### config.mk
export PLATFORM = sky130hd
export DESIGN_NAME = ldpc_decode_sequencer
export DESIGN_NICKNAME = d
export VERILOG_FILES = /design/src/rtl/ldpc_decode_sequencer.sv
export SDC_FILE = /design/constraint.sdc
export NUM_CORES = 1
export LEC_CHECK = 0
export BUFFER_PORTS_ARGS = -buffer_cell sky130_fd_sc_hd__buf_2
export CAP_MARGIN = 30
export CORE_ASPECT_RATIO = 0.5
export CORE_UTILIZATION = 55
export DETAILED_ROUTE_END_ITERATION = 12
export MAX_ROUTING_LAYER = met4
export PLACE_DENSITY = 0.85
export SETUP_SLACK_MARGIN = 0.5
export SYNTH_ARGS = -nofsm -noshare
export SYNTH_HDL_FRONTEND = slang
export SYNTH_SLANG_ARGS = --single-unit
### constraint.sdc
create_clock -name clk -period 3.1 [get_ports clk]
set_input_delay 0.31 -clock clk [delete_from_list [all_inputs] [get_ports clk]]
set_output_delay 0.31 -clock clk [all_outputs]
set_load 0.1 [all_outputs]
### src/rtl/ldpc_decode_sequencer.sv
// Frame sequencer for the LDPC decoder: intrinsic load, alternating CNU/VNU sweeps,
// syndrome-based early termination and hard-decision read-out.
module ldpc_decode_sequencer #(
    parameter int unsigned L          = 32,
    parameter int unsigned ADDR_WIDTH = 5,
    parameter int unsigned K          = 6,
    parameter int unsigned ITER_WIDTH = 5,
    parameter int unsigned MAX_ITER   = 16,
    parameter int unsigned CNU_LAT    = 4,
    parameter int unsigned READ_LAT   = 2
) (
    input  logic                  clk,
    input  logic                  rst,
    input  logic                  start,
    input  logic                  in_valid,
    output logic                  in_ready,
    input  logic [3*K-1:0]        syn_in,
    input  logic                  syn_valid,
    output logic                  en,
    output logic                  load_en,
    output logic                  cnu_phase,
    output logic                  vnu_phase,
    output logic                  sweep_en,
    output logic [ADDR_WIDTH-1:0] load_add,
    output logic [ADDR_WIDTH-1:0] sweep_add,
    output logic [ADDR_WIDTH-1:0] read_add,
    output logic                  out_valid,
    output logic                  busy,
    output logic                  done,
    output logic                  converged,
    output logic [ITER_WIDTH-1:0] iter_count
);

    localparam int unsigned SYN_W   = 3 * K;
    localparam int unsigned DRAIN_W = (CNU_LAT > 1) ? $clog2(CNU_LAT) : 1;

    typedef enum logic [2:0] {
        S_IDLE,
        S_LOAD,
        S_CNU,
        S_VNU,
        S_READ,
        S_DONE
    } state_t;

    state_t                state_q;
    state_t                state_nxt;
    logic [ADDR_WIDTH-1:0] load_add_q;
    logic [ADDR_WIDTH-1:0] sweep_add_q;
    logic [ADDR_WIDTH-1:0] read_add_q;
    logic                  draining_q;
    logic [DRAIN_W-1:0]    drain_cnt_q;
    logic [ITER_WIDTH-1:0] iter_q;
    logic                  conv_q;
    logic [SYN_W-1:0]      syn_acc_q;
    logic [READ_LAT-1:0]   ov_pipe_q;
    logic                  read_en;

    logic                  in_sweep_state;
    logic                  sweep_last;
    logic                  drain_last;
    logic                  load_last;
    logic                  read_last;
    logic [SYN_W-1:0]      syn_cur;
    logic [SYN_W-1:0]      syn_final;
    logic [ITER_WIDTH-1:0] iter_inc;
    logic                  cnu_exit;
    logic                  frame_start;

    assign in_sweep_state = (state_q == S_CNU) || (state_q == S_VNU);
    assign sweep_last     = in_sweep_state && !draining_q && (sweep_add_q == ADDR_WIDTH'(L - 1));
    assign drain_last     = in_sweep_state && draining_q && (drain_cnt_q == DRAIN_W'(CNU_LAT - 1));
    assign load_last      = load_en && (load_add_q == ADDR_WIDTH'(L - 1));
    assign read_last      = (state_q == S_READ) && (read_add_q == ADDR_WIDTH'(L - 1));
    // The last drain cycle's parity bits count towards the exit decision.
    assign syn_cur        = syn_valid ? syn_in : '0;
    assign syn_final      = syn_acc_q | syn_cur;
    assign iter_inc       = iter_q + 1'b1;
    assign cnu_exit       = (state_q == S_CNU) && drain_last && (syn_final == '0) && (iter_q != '0);
    assign frame_start    = (state_q == S_IDLE) && start;

    // State register
    always_ff @(posedge clk) begin : state_reg
        if (rst) begin
            state_q <= S_IDLE;
        end else begin
            state_q <= state_nxt;
        end
    end

    // Next-state logic
    always_comb begin : next_state
        state_nxt = state_q;
        case (state_q)
            S_IDLE: if (start) state_nxt = S_LOAD;
            S_LOAD: if (load_last) state_nxt = S_CNU;
            S_CNU: begin
                if (drain_last) state_nxt = cnu_exit ? S_READ : S_VNU;
            end
            S_VNU: begin
                if (drain_last) state_nxt = (iter_inc == ITER_WIDTH'(MAX_ITER)) ? S_READ : S_CNU;
            end
            S_READ: if (read_last) state_nxt = S_DONE;
            S_DONE: state_nxt = S_IDLE;
            default: state_nxt = S_IDLE;
        endcase
    end

    // Output decode from state and counter registers
    always_comb begin : outputs
        in_ready   = 1'b0;
        load_en    = 1'b0;
        en         = 1'b0;
        cnu_phase  = 1'b0;
        vnu_phase  = 1'b0;
        sweep_en   = 1'b0;
        read_en    = 1'b0;
        done       = 1'b0;
        busy       = (state_q != S_IDLE);
        case (state_q)
            S_LOAD: begin
                in_ready = 1'b1;
                load_en  = in_valid;
                en       = 1'b1;
            end
            S_CNU: begin
                en        = 1'b1;
                cnu_phase = 1'b1;
                sweep_en  = !draining_q;
            end
            S_VNU: begin
                en        = 1'b1;
                vnu_phase = 1'b1;
                sweep_en  = !draining_q;
            end
            S_READ: begin
                en      = 1'b1;
                read_en = 1'b1;
            end
            S_DONE:  done = 1'b1;
            default: ;
        endcase
        load_add   = load_add_q;
        sweep_add  = sweep_add_q;
        read_add   = read_add_q;
        out_valid  = ov_pipe_q[READ_LAT-1];
        converged  = conv_q;
        iter_count = iter_q;
    end

    // Address counters, drain timer, syndrome accumulator and read-valid pipe
    always_ff @(posedge clk) begin : datapath
        if (rst) begin
            load_add_q  <= '0;
            sweep_add_q <= '0;
            read_add_q  <= '0;
            draining_q  <= 1'b0;
            drain_cnt_q <= '0;
            iter_q      <= '0;
            conv_q      <= 1'b0;
            syn_acc_q   <= '0;
            ov_pipe_q   <= '0;
        end else begin
            ov_pipe_q[0] <= read_en;
            for (int i = 1; i < int'(READ_LAT); i++) begin
                ov_pipe_q[i] <= ov_pipe_q[i-1];
            end

            if (frame_start) begin
                load_add_q <= '0;
            end else if (load_en) begin
                load_add_q <= load_add_q + 1'b1;
            end

            // Sweep address wraps to 0 on its own as the drain begins.
            if (in_sweep_state) begin
                if (!draining_q) begin
                    sweep_add_q <= sweep_add_q + 1'b1;
                    if (sweep_last) begin
                        draining_q  <= 1'b1;
                        drain_cnt_q <= '0;
                    end
                end else if (drain_last) begin
                    draining_q  <= 1'b0;
                    drain_cnt_q <= '0;
                end else begin
                    drain_cnt_q <= drain_cnt_q + 1'b1;
                end
            end

            if (state_nxt == S_CNU && state_q != S_CNU) begin
                syn_acc_q <= '0;
            end else if (state_q == S_CNU) begin
                syn_acc_q <= syn_final;
            end

            if (frame_start) begin
                iter_q <= '0;
            end else if (state_q == S_VNU && drain_last) begin
                iter_q <= iter_inc;
            end

            if (frame_start) begin
                conv_q <= 1'b0;
            end else if (cnu_exit) begin
                conv_q <= 1'b1;
            end

            if (read_en) begin
                read_add_q <= read_add_q + 1'b1;
            end
        end
    end

endmodule

# [Word-level counts from Yosys, hierarchy flattened]
# Cells that the tools add are included.
[classes] n_addsub=5 n_shift=0 mux=23 bitwise=2 reduce_logical=25 n_eq_ne=12 multipliers=0 n_div=0 order_cmp=0
[ops] op="two-way mux 3 bit" count=7
[ops] op="adder 5 x 1 -> 5 bit (second input constant)" count=4
[ops] op="== test 5 bit (second input constant)" count=4
[ops] op="zero test 18 bit" count=1
[ops] op="two-way mux 18 bit" count=1
[ops] op="OR 18 bit" count=1
[ops] op="one-hot mux 3 bit (5 select lines)" count=1
[ops] op="logical AND 1 bit" count=12
[ops] op="two-way mux 1 bit" count=11
[ops] op="== test 3 x 2 -> 1 bit (second input constant)" count=3
[ops] op="== test 3 bit (second input constant)" count=2
[ops] op="two-way mux 2 bit" count=3
[ops] op="OR reduction 2 bit" count=3
[ops] op="nonzero test 5 bit" count=1
[ops] op="AND reduction 2 bit" count=2
[ops] op="OR reduction 4 bit" count=1
[ops] op="== test 3 x 1 -> 1 bit (second input constant)" count=1
[ops] op="zero test 3 bit" count=1
[ops] op="inequality test 3 x 2 -> 1 bit (second input constant)" count=1
[ops] op="nonzero test 3 bit" count=1
[ops] op="adder 2 x 1 -> 2 bit (second input constant)" count=1
[ops] op="== test 2 bit (second input constant)" count=1
[ops] op="nonzero test 2 bit" count=1
[ops] op="zero test 1 bit" count=1
[ops] op="2 further kinds" count=2
[totals] memories=0 mem_bits_rw=0 out_inout_bits=30 rom_bits=0 inputBits=23 reg_bits=47 elab_cells=77 latchBits=0

# [Logic depth before layout (Yosys ltp)]
# Gate-level depths: netlist of run 1.
[logic_depth] ltp_word=13 depth_mapped=8 mapped_depth_nobuf=7

# [Worst setup path after synthesis of run 1]
# OpenSTA, ideal clock, no wires.
[synth_path] path_kind="flip-flop to flip-flop" startpoint="reg load_add_q[0], in the netlist load_add[0]" endpoint="reg syn_acc_q[10]" setup_time_ps=132 path_slack_ps=471 n_path_buf=1 arrival_ps=2498 required_time_ps=2968 path_stages_with_launch=9 path_cell_list="dfxtp_1 ha_1 and3_1 ha_1 nand2_1 o21a_1 a311oi_4 buf_4 nor3_1"
[synth_between] elab_chain_cells=7
[synth_lines] item="start: declaration" line="48" text="logic [ADDR_WIDTH-1:0] load_add_q;"
[synth_lines] item="start signal: assignment" line="172" text="load_add_q <= load_add_q + 1'b1;"
[synth_lines] item="== test 5 bit" line="73" text="assign load_last = load_en && (load_add_q == ADDR_WIDTH'(L - 1));"
[synth_lines] item="logical AND 1 bit" line="73"
[synth_lines] item="two-way mux 3 bit" line="96" text="S_LOAD: if (load_last) state_nxt = S_CNU;"
[synth_lines] item="one-hot mux 3 bit (5 select lines)" line="94" text="case (state_q)"
[synth_lines] item="== test 3 x 2 -> 1 bit" line="191" text="if (state_nxt == S_CNU && state_q != S_CNU) begin"
[synth_lines] item="logical AND 1 bit" line="191"
[synth_lines] item="OR reduction 2 bit (no source line)"
[synth_lines] item="end signal: assignment" line="194" text="syn_acc_q <= syn_final;"
[synth_lines] item="end: declaration" line="55" text="logic [SYN_W-1:0] syn_acc_q;"
# No other way between the ends.
# A chain may end at the register's enable or synchronous reset.

# [Worst setup path in the final report of run 1]
[layout_path] startpoint="reg state_q[0]" endpoint="out load_en"
[layout_between] elab_chain_cells=2
[layout_lines] item="start: declaration" line="46" text="state_t state_q;"
[layout_lines] item="start signal: assignment" line="87" text="state_q <= state_nxt;"
[layout_lines] item="== test 3 x 1 -> 1 bit" line="120" text="case (state_q)"
[layout_lines] item="two-way mux 1 bit" line="120"
[layout_lines] item="end: declaration" line="20" text="output logic load_en,"
# No other way between the ends.

==> key figures, run 1 <==
Setup path
  • CP max-delay cell: sky130_fd_sc_hd__dfxtp_1
  • Type of the setup path with the least slack: flip-flop to output port
  • Cell chain of the critical path: nor4bb_1, buf_4, buf_2
  • Cell depth of the worst setup path: 3
  • Required time of the critical path: 2.79 ns
  • Biggest fanout along the worst timing path: 13
  • R2R depth: 7
  • Largest delay share family, worst path: buffers and inverters
  • Critical Path AT: 2.00 ns
  • Nature of the critical path endpoint: output port
  • Number of buffers and inverters on the critical path: 2
  • Stage delay of the slowest cell on the critical path: 0.65 ns
  • Critical Path Start Type: flip-flop

Place
  • Placer congestion estimate: 0.824
  • Buffers on Ports: 52
  • Detail Placement HPWL: 3250 µm
  • Inst Count DP: 324
  • Placed cell areas: 2370 µm²
  • Post-Place Worst Slack: 0.957 ns

STA
  • Slew margin rel.: 0.475
  • Final-layout worst hold slack: 0.300 ns
  • Upper clock frequency limit: 432 MHz
  • Fraction of the cycle the final worst path needs: 0.746
  • Period minus WS final: 2.31 ns
  • Fin. Hold Viols: 0
  • Slew Limit Fails: 0
  • Unrepaired setup endpoints after global routing: no
  • Worst-margin pin slew: 0.787 ns
  • Clock skew: 0.00499 ns
  • Setup total negative slack: 0 ns
  • Endpoints failing setup: 0
  • Worst setup slack after layout: 0.786 ns

Global route
  • Number of global-route vias before repair: 1557
  • Global-route met1 utilization: 0.303
  • Most congested layer reported by global routing: met2
  • Initial antenna violation count: 0
  • GR Util met3: 0.0543
  • Leftover overflow at the end of global routing: 0
  • Met2 demand-to-capacity share in global routing: 0.386
  • Wire length of the first global-routing pass: 6940 µm
  • GRT Total Usage: 0.237
  • Maximum number of pins on one net before global-route repair: 38

Drt
  • Residual DRC: 0
  • First-pass iteration count of the detailed router: 4
  • Count of antenna-violating nets left after detailed routing: 0
  • Via/cell ratio: 5.70
  • Wire length after detailed routing: 4510 µm
  • Routed wire length per instance: 13.6 µm
  • Iter 0 DRT Violations: 76
  • Total vias in the final route: 1893

Min path
  • Min-Delay Path Class: input pin to flip-flop
  • Hold Path Depth: 3

Logic synthesis
  • Count of state elements after synthesis: 47
  • EDFF count, synth: 0
  • Cell type with the highest aggregate area in the netlist: sky130_fd_sc_hd__dfxtp_1
  • Sequential cell area fraction in the yosys report: 0.447
  • Cell with the most instances after synthesis: sky130_fd_sc_hd__dfxtp_1
  • Post-Syn Area per Cell: 9.04 µm²
  • Post-Synthesis Cell Area: 2110 µm²
  • Fraction of registers with async set/reset: 0
  • Top-area cell type share of the netlist area: 0.447
  • Most used flip-flop cell after synthesis: sky130_fd_sc_hd__dfxtp_1
  • Post-synthesis net count: 265
  • Most frequent cells after synthesis: sky130_fd_sc_hd__dfxtp_1 (47), sky130_fd_sc_hd__a21oi_1 (26), sky130_fd_sc_hd__nor2_1 (22)
  • Count of yosys warnings during synthesis: 0
  • Unique cell type count in the Yosys netlist: 42
  • Cells after synthesis: 233
  • Top area cells in the synthesized netlist: sky130_fd_sc_hd__dfxtp_1 (45%), sky130_fd_sc_hd__a21oi_1 (6.2%), sky130_fd_sc_hd__ha_1 (5.3%)

CTS
  • Clock Tree Root: sky130_fd_sc_hd__clkbuf_8
  • Setup Fix Bufs, Post-CTS: 0
  • Cts bufs inserted: 5
  • Post-CTS resize count: 0
  • Sink count of the clock tree: 47
  • Clock-pin transition on the worst setup and hold timing paths: 0.09 ns
  • Clock latency on the worst-skew pair: 0.29 ns
  • Number of H-tree levels: 2
  • Number of buffers added to fix hold violations after cts: 0
  • Clock Tree Buf Depth: 2
  • CTS tree: done

Die
  • Initial core utilization: 0.594
  • Die Outline Area: 4100 µm²
  • Core outline area: 3550 µm²
  • Number of rows created at floorplan: 15
  • DIE HEIGHT: 45.8 µm
  • Count of pins on the block boundary: 53
  • Die width: 89.5 µm

Run
  • MaxCap Viol Count: 0

Finish
  • Share of layout cells above drive strength 1: 0.249
  • Number of diodes: 0
  • Finished Core Util: 0.702
  • Synth-to-Final Area Change: 18.3%
  • Layout net count: 312
  • Design Area, Final: 2490 µm²
  • Non-Filler Instances: 332

Power and ir drop
  • Power per cell area: 468 nW/µm²
  • Total Power: 1.17 mW
  • LEAKAGE: 1.08 nW
  • Worst VDD drop: 0.000268 V

Status
  • Run status: finished, final reports clean
-- state kept, by name, summed over array words and instances (netlist names) --
signal,flops
sweep_add,5
ov_pipe_q,2
converged,1
draining_q,1
syn_acc_q,18
state_q,3
drain_cnt_q,2
read_add,5
load_add,5
iter_count,5
-- where the power goes --
group | switching, mW | internal [mW] | total (mW)
clock | 0.201 | 0.261 | 0.462
combinational | 0.0686 | 0.0240 | 0.0926
sequential | 0.00566 | 0.605 | 0.611
total | 0.276 | 0.890 | 1.17
-- final cells by class --
cell class              count  area, µm²
inverters                   4       15.0
repair buffers             53        268
multi-input cells         169       1080
clock buffers               6       82.6
well taps                  51       63.8
clock inverters             2       35.0
flip-flops and latches     47        943
fillers                   278       1060
-- logic make-up (layout without fill, tap and decap cells) --
logic type / after synthesis / count (layout) / synth area share
compound gates: 42 / 42 / 0.131
buf+inv: 17 / 65 / 0.0386
simple gates: 102 / 102 / 0.261
flops: 47 / 47 / 0.447
mux: 3 / 3 / 0.0143
xor+xnor: 13 / 13 / 0.0541
fa+ha+maj: 9 / 9 / 0.0535
-- final timing paths --
check / from / to / slack (ns)
worst max-delay path: state_q[0] / load_en / 0.79
worst min-delay path: in_valid / state_q[1] / 0.30
worst max register to register: load_add[0] / syn_acc_q[17] / 0.92
worst min register to register: ov_pipe_q[0] / ov_pipe_q[1] / 0.44
-- placed cells by master, fill, tap and decap left out, types with 4 or more instances in the layout --
master	count
sky130_fd_sc_hd__xnor2_1	4
sky130_fd_sc_hd__and3_1	5
sky130_fd_sc_hd__nand4_1	6
sky130_fd_sc_hd__nand2_1	13
sky130_fd_sc_hd__xor2_1	9
sky130_fd_sc_hd__buf_2	52
sky130_fd_sc_hd__a21oi_1	26
sky130_fd_sc_hd__nand2b_1	5
sky130_fd_sc_hd__nor4_1	7
sky130_fd_sc_hd__ha_1	9
sky130_fd_sc_hd__nor2_1	22
sky130_fd_sc_hd__inv_1	4
sky130_fd_sc_hd__o21ai_0	4
sky130_fd_sc_hd__nand3_1	10
sky130_fd_sc_hd__nor3_1	19
sky130_fd_sc_hd__dfxtp_1	45
sky130_fd_sc_hd__clkbuf_8	6
-- worst min-delay path, delay by kind of cell --
| family | cells | cell delay, ns |
|---|---|---|
| compound gates | 1 | 0.07 |
| simple gates | 1 | 0.08 |
| buf+inv | 1 | 0.10 |
-- per-layer routing --
| layer | up-vias | part of all wire |
|---|---|---|
| met5 | - | 0 |
| met2 | 64 | 0.45 |
| li1 | 930 | - |
| met4 | 0 | 0.010 |
| met1 | 892 | 0.47 |
| met3 | 7 | 0.068 |
No activity file was read; power rests on OpenSTA's default activity.
==> run 2, diff against run 1 <==
Settings changed: CORE_UTILIZATION 55 to 52, PLACE_DENSITY 0.85 to 0.81.
Clock period 3.1 ns to 2.35 ns, I/O delays scaled along.
==> run 2 against run 1 <==
First-iteration DRC count grew 37%. Sequential power grew 31%. Flip-flop and latch count is the same. Final area grew 7.6%. Critical path depth grew 5. Clock power grew 4%. Via count shrank 0.16%. Non-clock buffer count grew 5. Count of clock-buffer cells in the layout is the same.
==> key figures, run 2 (synthesis gave the netlist of run 1 again) <==
Finish
  • Most frequent standard cell in the layout excluding fill and tap cells: sky130_fd_sc_hd__buf_2 (unchanged)
  • Number of diodes: 0 (unchanged)
  • Fillers: 267 (was 278)
  • Most flops, register: syn_acc_q (unchanged)
  • Design Area, Final: 2680 µm² (was 2490 µm²)
  • Non-Filler Instances: 337 (was 332)
  • Synth-to-Final Area Change: 27.3% (was 18.3%)
  • Most used cells in the layout excluding fill and tap cells: sky130_fd_sc_hd__buf_2 (47), sky130_fd_sc_hd__dfxtp_1 (30), sky130_fd_sc_hd__a21oi_1 (26) (was sky130_fd_sc_hd__buf_2 (52), sky130_fd_sc_hd__dfxtp_1 (45), sky130_fd_sc_hd__a21oi_1 (26))
  • Number of flip-flops in the largest register: 18 (unchanged)
  • Layout net count: 317 (was 312)
  • Share of layout cells above drive strength 1: 0.371 (was 0.249)

Die
  • Core outline area: 3640 µm² (was 3550 µm²)
  • Die width: 92.0 µm (was 89.5 µm)
  • Number of rows created at floorplan: 15 (unchanged)
  • DIE HEIGHT: 47 µm (was 45.8 µm)
  • Initial core utilization: 0.578 (was 0.594)
  • Die Outline Area: 4320 µm² (was 4100 µm²)
  • Count of pins on the block boundary: 53 (unchanged)

Status
  • Run status: finished, final reports clean (unchanged)

Place
  • Post-Place Worst Slack: 0.455 ns (was 0.957 ns)
  • Buffers on Ports: 52 (unchanged)
  • Placer congestion estimate: 0.830 (was 0.824)
  • Detail Placement HPWL: 3520 µm (was 3250 µm)
  • Placed cell areas: 2520 µm² (was 2370 µm²)
  • Inst Count DP: 326 (was 324)

Global route
  • Number of global-route vias before repair: 1615 (was 1557)
  • GRT Total Usage: 0.244 (was 0.237)
  • Leftover overflow at the end of global routing: 0 (unchanged)
  • Maximum number of pins on one net before global-route repair: 23 (was 38)
  • Wire length of the first global-routing pass: 7550 µm (was 6940 µm)
  • Initial antenna violation count: 0 (unchanged)

STA
  • Clock skew: 0.00756 ns (was 0.00499 ns)
  • Period minus WS final: 1.81 ns
  • Endpoints failing setup: 0 (unchanged)
  • Setup total negative slack: 0 ns (unchanged)
  • Worst setup slack after layout: 0.536 ns (was 0.786 ns)
  • Worst-margin pin slew: 0.496 ns (was 0.787 ns)
  • Unrepaired setup endpoints after global routing: yes (was no)
  • Fraction of the cycle the final worst path needs: 0.772
  • Upper clock frequency limit: 551 MHz
  • Fin. Hold Viols: 0 (unchanged)
  • Slew margin rel.: 0.672 (was 0.475)
  • Slew Limit Fails: 0 (unchanged)

CTS
  • Clock Tree Buf Depth: 2 (unchanged)
  • Cts bufs inserted: 5 (unchanged)
  • Number of H-tree levels: 2 (unchanged)
  • Clock Tree Root: sky130_fd_sc_hd__clkbuf_8 (unchanged)
  • CTS tree: done (unchanged)
  • Clock latency on the worst-skew pair: 0.30 ns (was 0.29 ns)
  • Clock-pin transition on the worst setup and hold timing paths: 0.09 ns (about the same)
  • Sink count of the clock tree: 47 (unchanged)

Drt
  • Residual DRC: 0 (unchanged)
  • Wire length after detailed routing: 4850 µm (was 4510 µm)
  • Routed wire length per instance: 14.4 µm (was 13.6 µm)
  • First-pass iteration count of the detailed router: 4 (unchanged)
  • Via/cell ratio: 5.61 (was 5.70)
  • Total vias in the final route: 1890 (was 1893)
  • Count of antenna-violating nets left after detailed routing: 0 (unchanged)
  • Iter 0 DRT Violations: 104 (was 76)

Setup path
  • Stage delay of the slowest cell on the critical path: 0.38 ns (was 0.65 ns)
  • Critical Path AT: 2.01 ns (was 2.00 ns)
  • Cell chain of the critical path: ha_4, and3_4, ha_4, nand2_2, o21a_1, a311oi_4, buf_2, nor3_2 (was nor4bb_1, buf_4, buf_2)
  • Top cell by count, worst path: sky130_fd_sc_hd__ha_4
  • Type of the setup path with the least slack: flip-flop to flip-flop (was flip-flop to output port)
  • Required time of the critical path: 2.55 ns (was 2.79 ns)
  • Biggest fanout along the worst timing path: 4 (was 13)
  • Nature of the critical path endpoint: flip-flop (was output port)
  • CP max-delay cell: sky130_fd_sc_hd__dfxtp_4 (was sky130_fd_sc_hd__dfxtp_1)
  • Critical Path Start Type: flip-flop (unchanged)

Run
  • MaxCap Viol Count: 0 (unchanged)

Min path
  • Min-Delay Path Class: input pin to flip-flop (unchanged)

Power and ir drop
  • Total Power: 1.42 mW (was 1.17 mW)
  • Power per cell area: 528 nW/µm² (was 468 nW/µm²)
  • Worst VDD drop: 0.000380 V (was 0.000268 V)
  • LEAKAGE: 1.09 nW (was 1.08 nW)
run 2: repair_timing:
item,CTS,global route
hold buffers,0,0
pin swaps,1,1
buffers inserted,1,0
endpoints found under the setup margin,13,13
resized for setup,10,5
cloned,0,2
run 2: metrics by stage:
step | util | hold WS [ns]
floorplan | - | 0.377
global route | 0.736 | 0.235
detailed placement | 0.693 | 0.448
finish | 0.736 | 0.227
global placement | 0.693 | 0.436
CTS | 0.728 | 0.220
run 2: worst max-delay path, delay by kind of cell (launching register included):
kind / cells / cell delay, ns
compound gates: 2 / 0.52
flops: 1 / 0.38
buf+inv: 1 / 0.26
simple gates: 3 / 0.29
fa+ha+maj: 2 / 0.26
run 2: area by class of cell:
type | instances | area (µm²) | area share
multi-input combinational | 169 | 1190 | 0.444
sequential | 47 | 972 | 0.363
timing repair buffer | 58 | 354 | 0.132
clock buffer | 6 | 72.6 | 0.0271
tap | 51 | 63.8 | 0.0238
inverter | 4 | 15.0 | 0.00560
clock inverter | 2 | 12.5 | 0.00467
run 2: report_power, final:
group / internal [mW] / switching [mW]
sequential: 0.794 / 0.00760
clock: 0.208 / 0.272
combinational: 0.0388 / 0.0960
run 2: worst paths after layout:
path | startpoint | end | slack (ns) | cells past startpoint
worst min-delay path | syn_in[11] | syn_acc_q[11] | 0.23 | 3
worst min register to register | ov_pipe_q[0] | ov_pipe_q[1] | 0.46 | 1
worst max register to register | load_add[0] | syn_acc_q[16] | 0.54 | 8
worst max-delay path | load_add[0] | syn_acc_q[16] | 0.54 | 8
run 2: per-layer routing:
metal  vias up  GRT usage  wire [µm]
met4         0      0.100         82
li1        943          -          -
met5         -          -          0
met2        65      0.385       2130
met3        10     0.0728        344
met1       872      0.300       2290
==> run 3, diff against run 2 <==
Settings changed: ABC_AREA from default to 1, CORE_UTILIZATION 52 to 47, PLACE_DENSITY 0.81 to 0.77.
Clock period 2.35 ns to 1.5 ns, I/O delays scaled along.
==> run 3 against run 2 <==
The flow now stops in global routing. Synthesized cell count increased by 27%. Area after synthesis rose by 3.1%.
==> key figures, run 3 <==
Logic synthesis
  • EDFF count, synth: 0 (unchanged)
  • Most frequent cells after synthesis: sky130_fd_sc_hd__nor2_1 (58), sky130_fd_sc_hd__dfxtp_1 (47), sky130_fd_sc_hd__nand2_1 (41) (was sky130_fd_sc_hd__dfxtp_1 (47), sky130_fd_sc_hd__a21oi_1 (26), sky130_fd_sc_hd__nor2_1 (22))
  • Cells after synthesis: 296 (was 233)
  • Most used flip-flop cell after synthesis: sky130_fd_sc_hd__dfxtp_1 (unchanged)
  • Cell type with the highest aggregate area in the netlist: sky130_fd_sc_hd__dfxtp_1 (unchanged)
  • Top-area cell type share of the netlist area: 0.433 (was 0.447)
  • Post-Syn Area per Cell: 7.34 µm² (was 9.04 µm²)
  • Post-synthesis net count: 328 (was 265)
  • Count of yosys warnings during synthesis: 0 (unchanged)
  • Post-Synthesis Cell Area: 2170 µm² (was 2110 µm²)
  • Cell with the most instances after synthesis: sky130_fd_sc_hd__nor2_1 (was sky130_fd_sc_hd__dfxtp_1)
  • Count of state elements after synthesis: 47 (unchanged)
  • Fraction of registers with async set/reset: 0 (unchanged)
  • Top area cells in the synthesized netlist: sky130_fd_sc_hd__dfxtp_1 (43%), sky130_fd_sc_hd__nor2_1 (10%), sky130_fd_sc_hd__nand2_1 (7.1%) (was sky130_fd_sc_hd__dfxtp_1 (45%), sky130_fd_sc_hd__a21oi_1 (6.2%), sky130_fd_sc_hd__ha_1 (5.3%))
  • Sequential cell area fraction in the yosys report: 0.433 (was 0.447)
  • Unique cell type count in the Yosys netlist: 27 (was 42)

Place
  • Detail Placement HPWL: 4190 µm (was 3520 µm)
  • Inst Count DP: 427 (was 326)
  • Placer congestion estimate: 0.896 (was 0.830)
  • Placed cell areas: 2960 µm² (was 2520 µm²)
  • Buffers on Ports: 52 (unchanged)

CTS
  • Number of H-tree levels: 2 (unchanged)
  • Clock Tree Root: sky130_fd_sc_hd__clkbuf_8 (unchanged)
  • Cts bufs inserted: 5 (unchanged)
  • Number of buffers added to fix hold violations after cts: 0 (unchanged)
  • Clock Tree Buf Depth: 2 (unchanged)
  • Sink count of the clock tree: 47 (unchanged)

Status
  • Run status: stopped before the end (was finished, final reports clean)
  • First error: [ERROR DPL-0038] Utilization greater than 100%, impossible to legalize
  • Last stage: global routing

Global route
  • Maximum number of pins on one net before global-route repair: 19

Die
  • Count of pins on the block boundary: 53 (unchanged)
  • Initial core utilization: 0.491 (was 0.578)
  • Die width: 98.1 µm (was 92.0 µm)
  • Number of rows created at floorplan: 17 (was 15)
  • DIE HEIGHT: 50.1 µm (was 47 µm)

STA
  • Category of the worst endpoint: register data pin
  • Post-GRT worst EP: syn_acc_q[16]$_SDFFE_PP0P_/D
## run 3: cell count changes after synthesis, sizes merged, moves of 8 or more
cell | before | now
a21oi | 26 | 17
a31oi | 0 | 21
inv | 4 | 38
nand2 | 13 | 46
nor2 | 23 | 62
nor3 | 19 | 5
o21ai | 4 | 21
xor2 | 9 | 1
## run 3: cells by family after synthesis
logic type,synth area share
simple gates,0.260
compound gates,0.160
flops,0.433
buf+inv,0.0904
fa+ha+maj,0.0518
xor+xnor,0.00403
## run 3: through the flow
stage	hold slack [ns]	setup TNS, ns	setup slack, ns
3_3_place_gp	0.392	-0.299	-0.0259
3_5_place_dp	0.396	-2.51	-0.150
2_1_floorplan	0.294	-3.50	-0.231
4_1_cts	0.110	-1.15	-0.0696
## run 3: timing repair
| item | 4_1_cts |
|---|---|
| pin swaps | 28 |
| gates resized for setup | 190 |
| setup endpoints to repair | 76 |
| setup buffers | 24 |
| cloned | 1 |
==> run 4, diff against run 3 <==
Settings changed: CORE_ASPECT_RATIO 0.5 to default, CORE_UTILIZATION 47 to 40, MAX_ROUTING_LAYER met4 to default, PLACE_DENSITY 0.77 to default, PLACE_DENSITY_LB_ADDON from default to 0.15, SETUP_SLACK_MARGIN 0.5 to default.
Clock period 1.5 ns to 2 ns, I/O delays scaled along.
==> run 4 against run 3 <==
The run now ends clean. Area after synthesis unchanged. Synthesized cell count is the same.
==> key figures, run 4 <==
Setup path
  • Biggest fanout along the worst timing path: 9
  • Cell chain of the critical path: nand2_2, nor2_2, buf_2
  • Number of buffers and inverters on the critical path: 1
  • Stage delay of the slowest cell on the critical path: 0.50 ns
  • CP max-delay cell: sky130_fd_sc_hd__buf_2
  • Critical Path Start Type: flip-flop
  • Nature of the critical path endpoint: output port
  • Type of the setup path with the least slack: flip-flop to output port
  • Critical Path AT: 1.66 ns
  • Largest delay share family, worst path: buffers and inverters
  • Required time of the critical path: 1.80 ns

Drt
  • Iter 0 DRT Violations: 99
  • Routed wire length per instance: 11.1 µm
  • Via/cell ratio: 4.80
  • Residual DRC: 0
  • Total vias in the final route: 2012
  • Count of antenna-violating nets left after detailed routing: 0
  • First-pass iteration count of the detailed router: 4
  • Wire length after detailed routing: 4640 µm

STA
  • Endpoints failing setup: 0
  • Worst-margin pin slew: 0.490 ns
  • Worst setup slack after layout: 0.136 ns
  • Period minus WS final: 1.86 ns
  • Clock skew: 0.00468 ns
  • Fin. Hold Viols: 0
  • Slew margin rel.: 0.676
  • Upper clock frequency limit: 536 MHz
  • Slew Limit Fails: 0
  • Unrepaired setup endpoints after global routing: no
  • Fraction of the cycle the final worst path needs: 0.932

Logic synthesis
  • Dominant combinational cell family by area after synthesis: simple AND/OR/NAND/NOR gates (unchanged)
  • Post-Syn Area per Cell: 7.34 µm² (unchanged)
  • Top-area cell type share of the netlist area: 0.433 (unchanged)
  • Top area cells in the synthesized netlist: sky130_fd_sc_hd__dfxtp_1 (43%), sky130_fd_sc_hd__nor2_1 (10%), sky130_fd_sc_hd__nand2_1 (7.1%) (unchanged)
  • EDFF count, synth: 0 (unchanged)
  • Post-synthesis net count: 328 (unchanged)
  • Synth Area in XOR/XNOR: 0.00403 (unchanged)
  • Multiplexer area fraction after synthesis: 0 (unchanged)
  • Count of state elements after synthesis: 47 (unchanged)
  • Cell type with the highest aggregate area in the netlist: sky130_fd_sc_hd__dfxtp_1 (unchanged)
  • Most frequent cells after synthesis: sky130_fd_sc_hd__nor2_1 (58), sky130_fd_sc_hd__dfxtp_1 (47), sky130_fd_sc_hd__nand2_1 (41) (unchanged)
  • Count of yosys warnings during synthesis: 0 (unchanged)
  • Most used flip-flop cell after synthesis: sky130_fd_sc_hd__dfxtp_1 (unchanged)
  • Arithmetic-cell share of the synthesized area counting full adders, half adders and majority gates: 0.0518 (unchanged)
  • Cells after synthesis: 296 (unchanged)
  • Cell with the most instances after synthesis: sky130_fd_sc_hd__nor2_1 (unchanged)
  • Unique cell type count in the Yosys netlist: 27 (unchanged)
  • Post-Synthesis Cell Area: 2170 µm² (unchanged)
  • Sequential cell area fraction in the yosys report: 0.433 (unchanged)
  • Fraction of the mapped netlist area in compound gates: 0.160 (unchanged)
  • Share of synthesized cell area in and, or, nand and nor gates: 0.260 (unchanged)
  • Fraction of registers with async set/reset: 0 (unchanged)

Die
  • Count of pins on the block boundary: 53 (unchanged)
  • Initial core utilization: 0.420 (was 0.491)
  • DIE HEIGHT: 75.7 µm (was 50.1 µm)
  • Die Outline Area: 5730 µm²
  • Number of rows created at floorplan: 26 (was 17)
  • Core outline area: 5170 µm²
  • Die width: 75.7 µm (was 98.1 µm)

Finish
  • Most flops, register: syn_acc_q
  • Most used cells in the layout excluding fill and tap cells: sky130_fd_sc_hd__nor2_1 (57), sky130_fd_sc_hd__buf_2 (51), sky130_fd_sc_hd__nand2_1 (41)
  • Layout net count: 381
  • Synth-to-Final Area Change: 19.9%
  • Area used by multi-input combinational logic: 1040 µm²
  • Storage element area: 955 µm²
  • Number of diodes: 0
  • Fillers: 516
  • Number of flip-flops in the largest register: 18
  • Non-Filler Instances: 419
  • Most frequent standard cell in the layout excluding fill and tap cells: sky130_fd_sc_hd__nor2_1
  • Finished Core Util: 0.504
  • Share of layout cells above drive strength 1: 0.252

Power and ir drop
  • Switching Share: 0.258
  • Worst VDD drop: 0.000314 V
  • Total Power: 1.69 mW
  • Int Pwr: 1.25 mW
  • LEAKAGE: 1.18 nW
  • Power per cell area: 647 nW/µm²
  • Reg power frac: 0.560
  • Switching Power: 0.434 mW
  • Combinational cell fraction of total power: 0.103
  • Share of total power in the clock network: 0.336

Place
  • Post-Place Worst Slack: 0.337 ns (was -0.150 ns)
  • Placer congestion estimate: 0.762 (was 0.896)
  • Buffers on Ports: 52 (unchanged)
  • Detail Placement HPWL: 3410 µm (was 4190 µm)
  • Inst Count DP: 412 (was 427)

CTS
  • Clock-pin transition on the worst setup and hold timing paths: 0.08 ns
  • Clock Tree Root: sky130_fd_sc_hd__clkbuf_8 (unchanged)
  • Number of buffers added to fix hold violations after cts: 0 (unchanged)
  • Clock latency on the worst-skew pair: 0.29 ns
  • Setup Fix Bufs, Post-CTS: 0 (was 24)
  • Cts bufs inserted: 5 (unchanged)
  • Clock Tree Buf Depth: 2 (unchanged)
  • Sink count of the clock tree: 47 (unchanged)
  • Post-CTS resize count: 0 (was 190)
  • Number of H-tree levels: 2 (unchanged)
  • CTS tree: done

Global route
  • Number of global-route vias before repair: 1680
  • Wire length of the first global-routing pass: 7560 µm
  • Initial antenna violation count: 0
  • Maximum number of pins on one net before global-route repair: 29
  • Leftover overflow at the end of global routing: 0
  • GRT Total Usage: 0.172

Min path
  • Min-Delay Path Class: input pin to flip-flop

Status
  • Run status: finished, final reports clean (was stopped before the end)

Run
  • MaxCap Viol Count: 0
run 4: cell counts after synthesis:
No cell type changed its count.
run 4: final cells by class:
| cell class | count | area share |
|---|---|---|
| multi-input combinational | 203 | 0.400 |
| sequential | 47 | 0.366 |
| timing repair buffer | 53 | 0.109 |
| inverter | 39 | 0.0576 |
| tap | 70 | 0.0336 |
| clock buffer | 6 | 0.0317 |
| clock inverter | 1 | 0.00192 |
run 4: cell families (layout without fill, tap and decap cells):
kind of cell    Yosys count  in the layout
compound gates           62             62
xor+xnor                  1              1
fa+ha+maj                 9              9
buf+inv                  46             99
flops                    47             47
simple gates            131            131
run 4: power groups by stage:
stage / registers (mW) / clock network, mW / logic (mW)
2_1_floorplan: 0.984 / 0 / 0.112
3_3_place_gp: 0.966 / 0 / 0.175
3_5_place_dp: 0.967 / 0 / 0.175
4_1_cts: 0.944 / 0.592 / 0.175
5_1_grt: 0.946 / 0.620 / 0.190
6_report: 0.944 / 0.567 / 0.174
run 4: through the flow:
stage / hold WS, ns / area (µm²) / setup TNS [ns]
4_1_cts: 0.173 / 2610 / 0
3_5_place_dp: 0.400 / 2520 / 0
5_1_grt: 0.188 / 2610 / 0
3_3_place_gp: 0.390 / 2520 / 0
2_1_floorplan: 0.347 / 2200 / -1.10
6_report: 0.182 / 2610 / 0
run 4: worst min-delay path: cells and delay by family:
family,cells,cell delay (ns)
simple gates,1,0.08
buf+inv,1,0.09
compound gates,1,0.07
run 4: final timing paths:
| path | startpoint | to | slack (ns) | cells past startpoint |
|---|---|---|---|---|
| worst min register to register | ov_pipe_q[0] | ov_pipe_q[1] | 0.41 | 2 |
| worst max-delay path | state_q[1] | sweep_en | 0.14 | 3 |
| worst max register to register | read_add[0] | syn_acc_q[14] | 0.34 | 10 |
| worst min-delay path | syn_in[5] | syn_acc_q[5] | 0.18 | 3 |
run 4: layer usage:
metal  global-route usage  vias up  wire, µm
li1                     -     1078         -
met1                0.239      890      2390
met2                0.268       39      2010
met3               0.0410        5       193
met4               0.0494        0        44
met5                    0        -         0
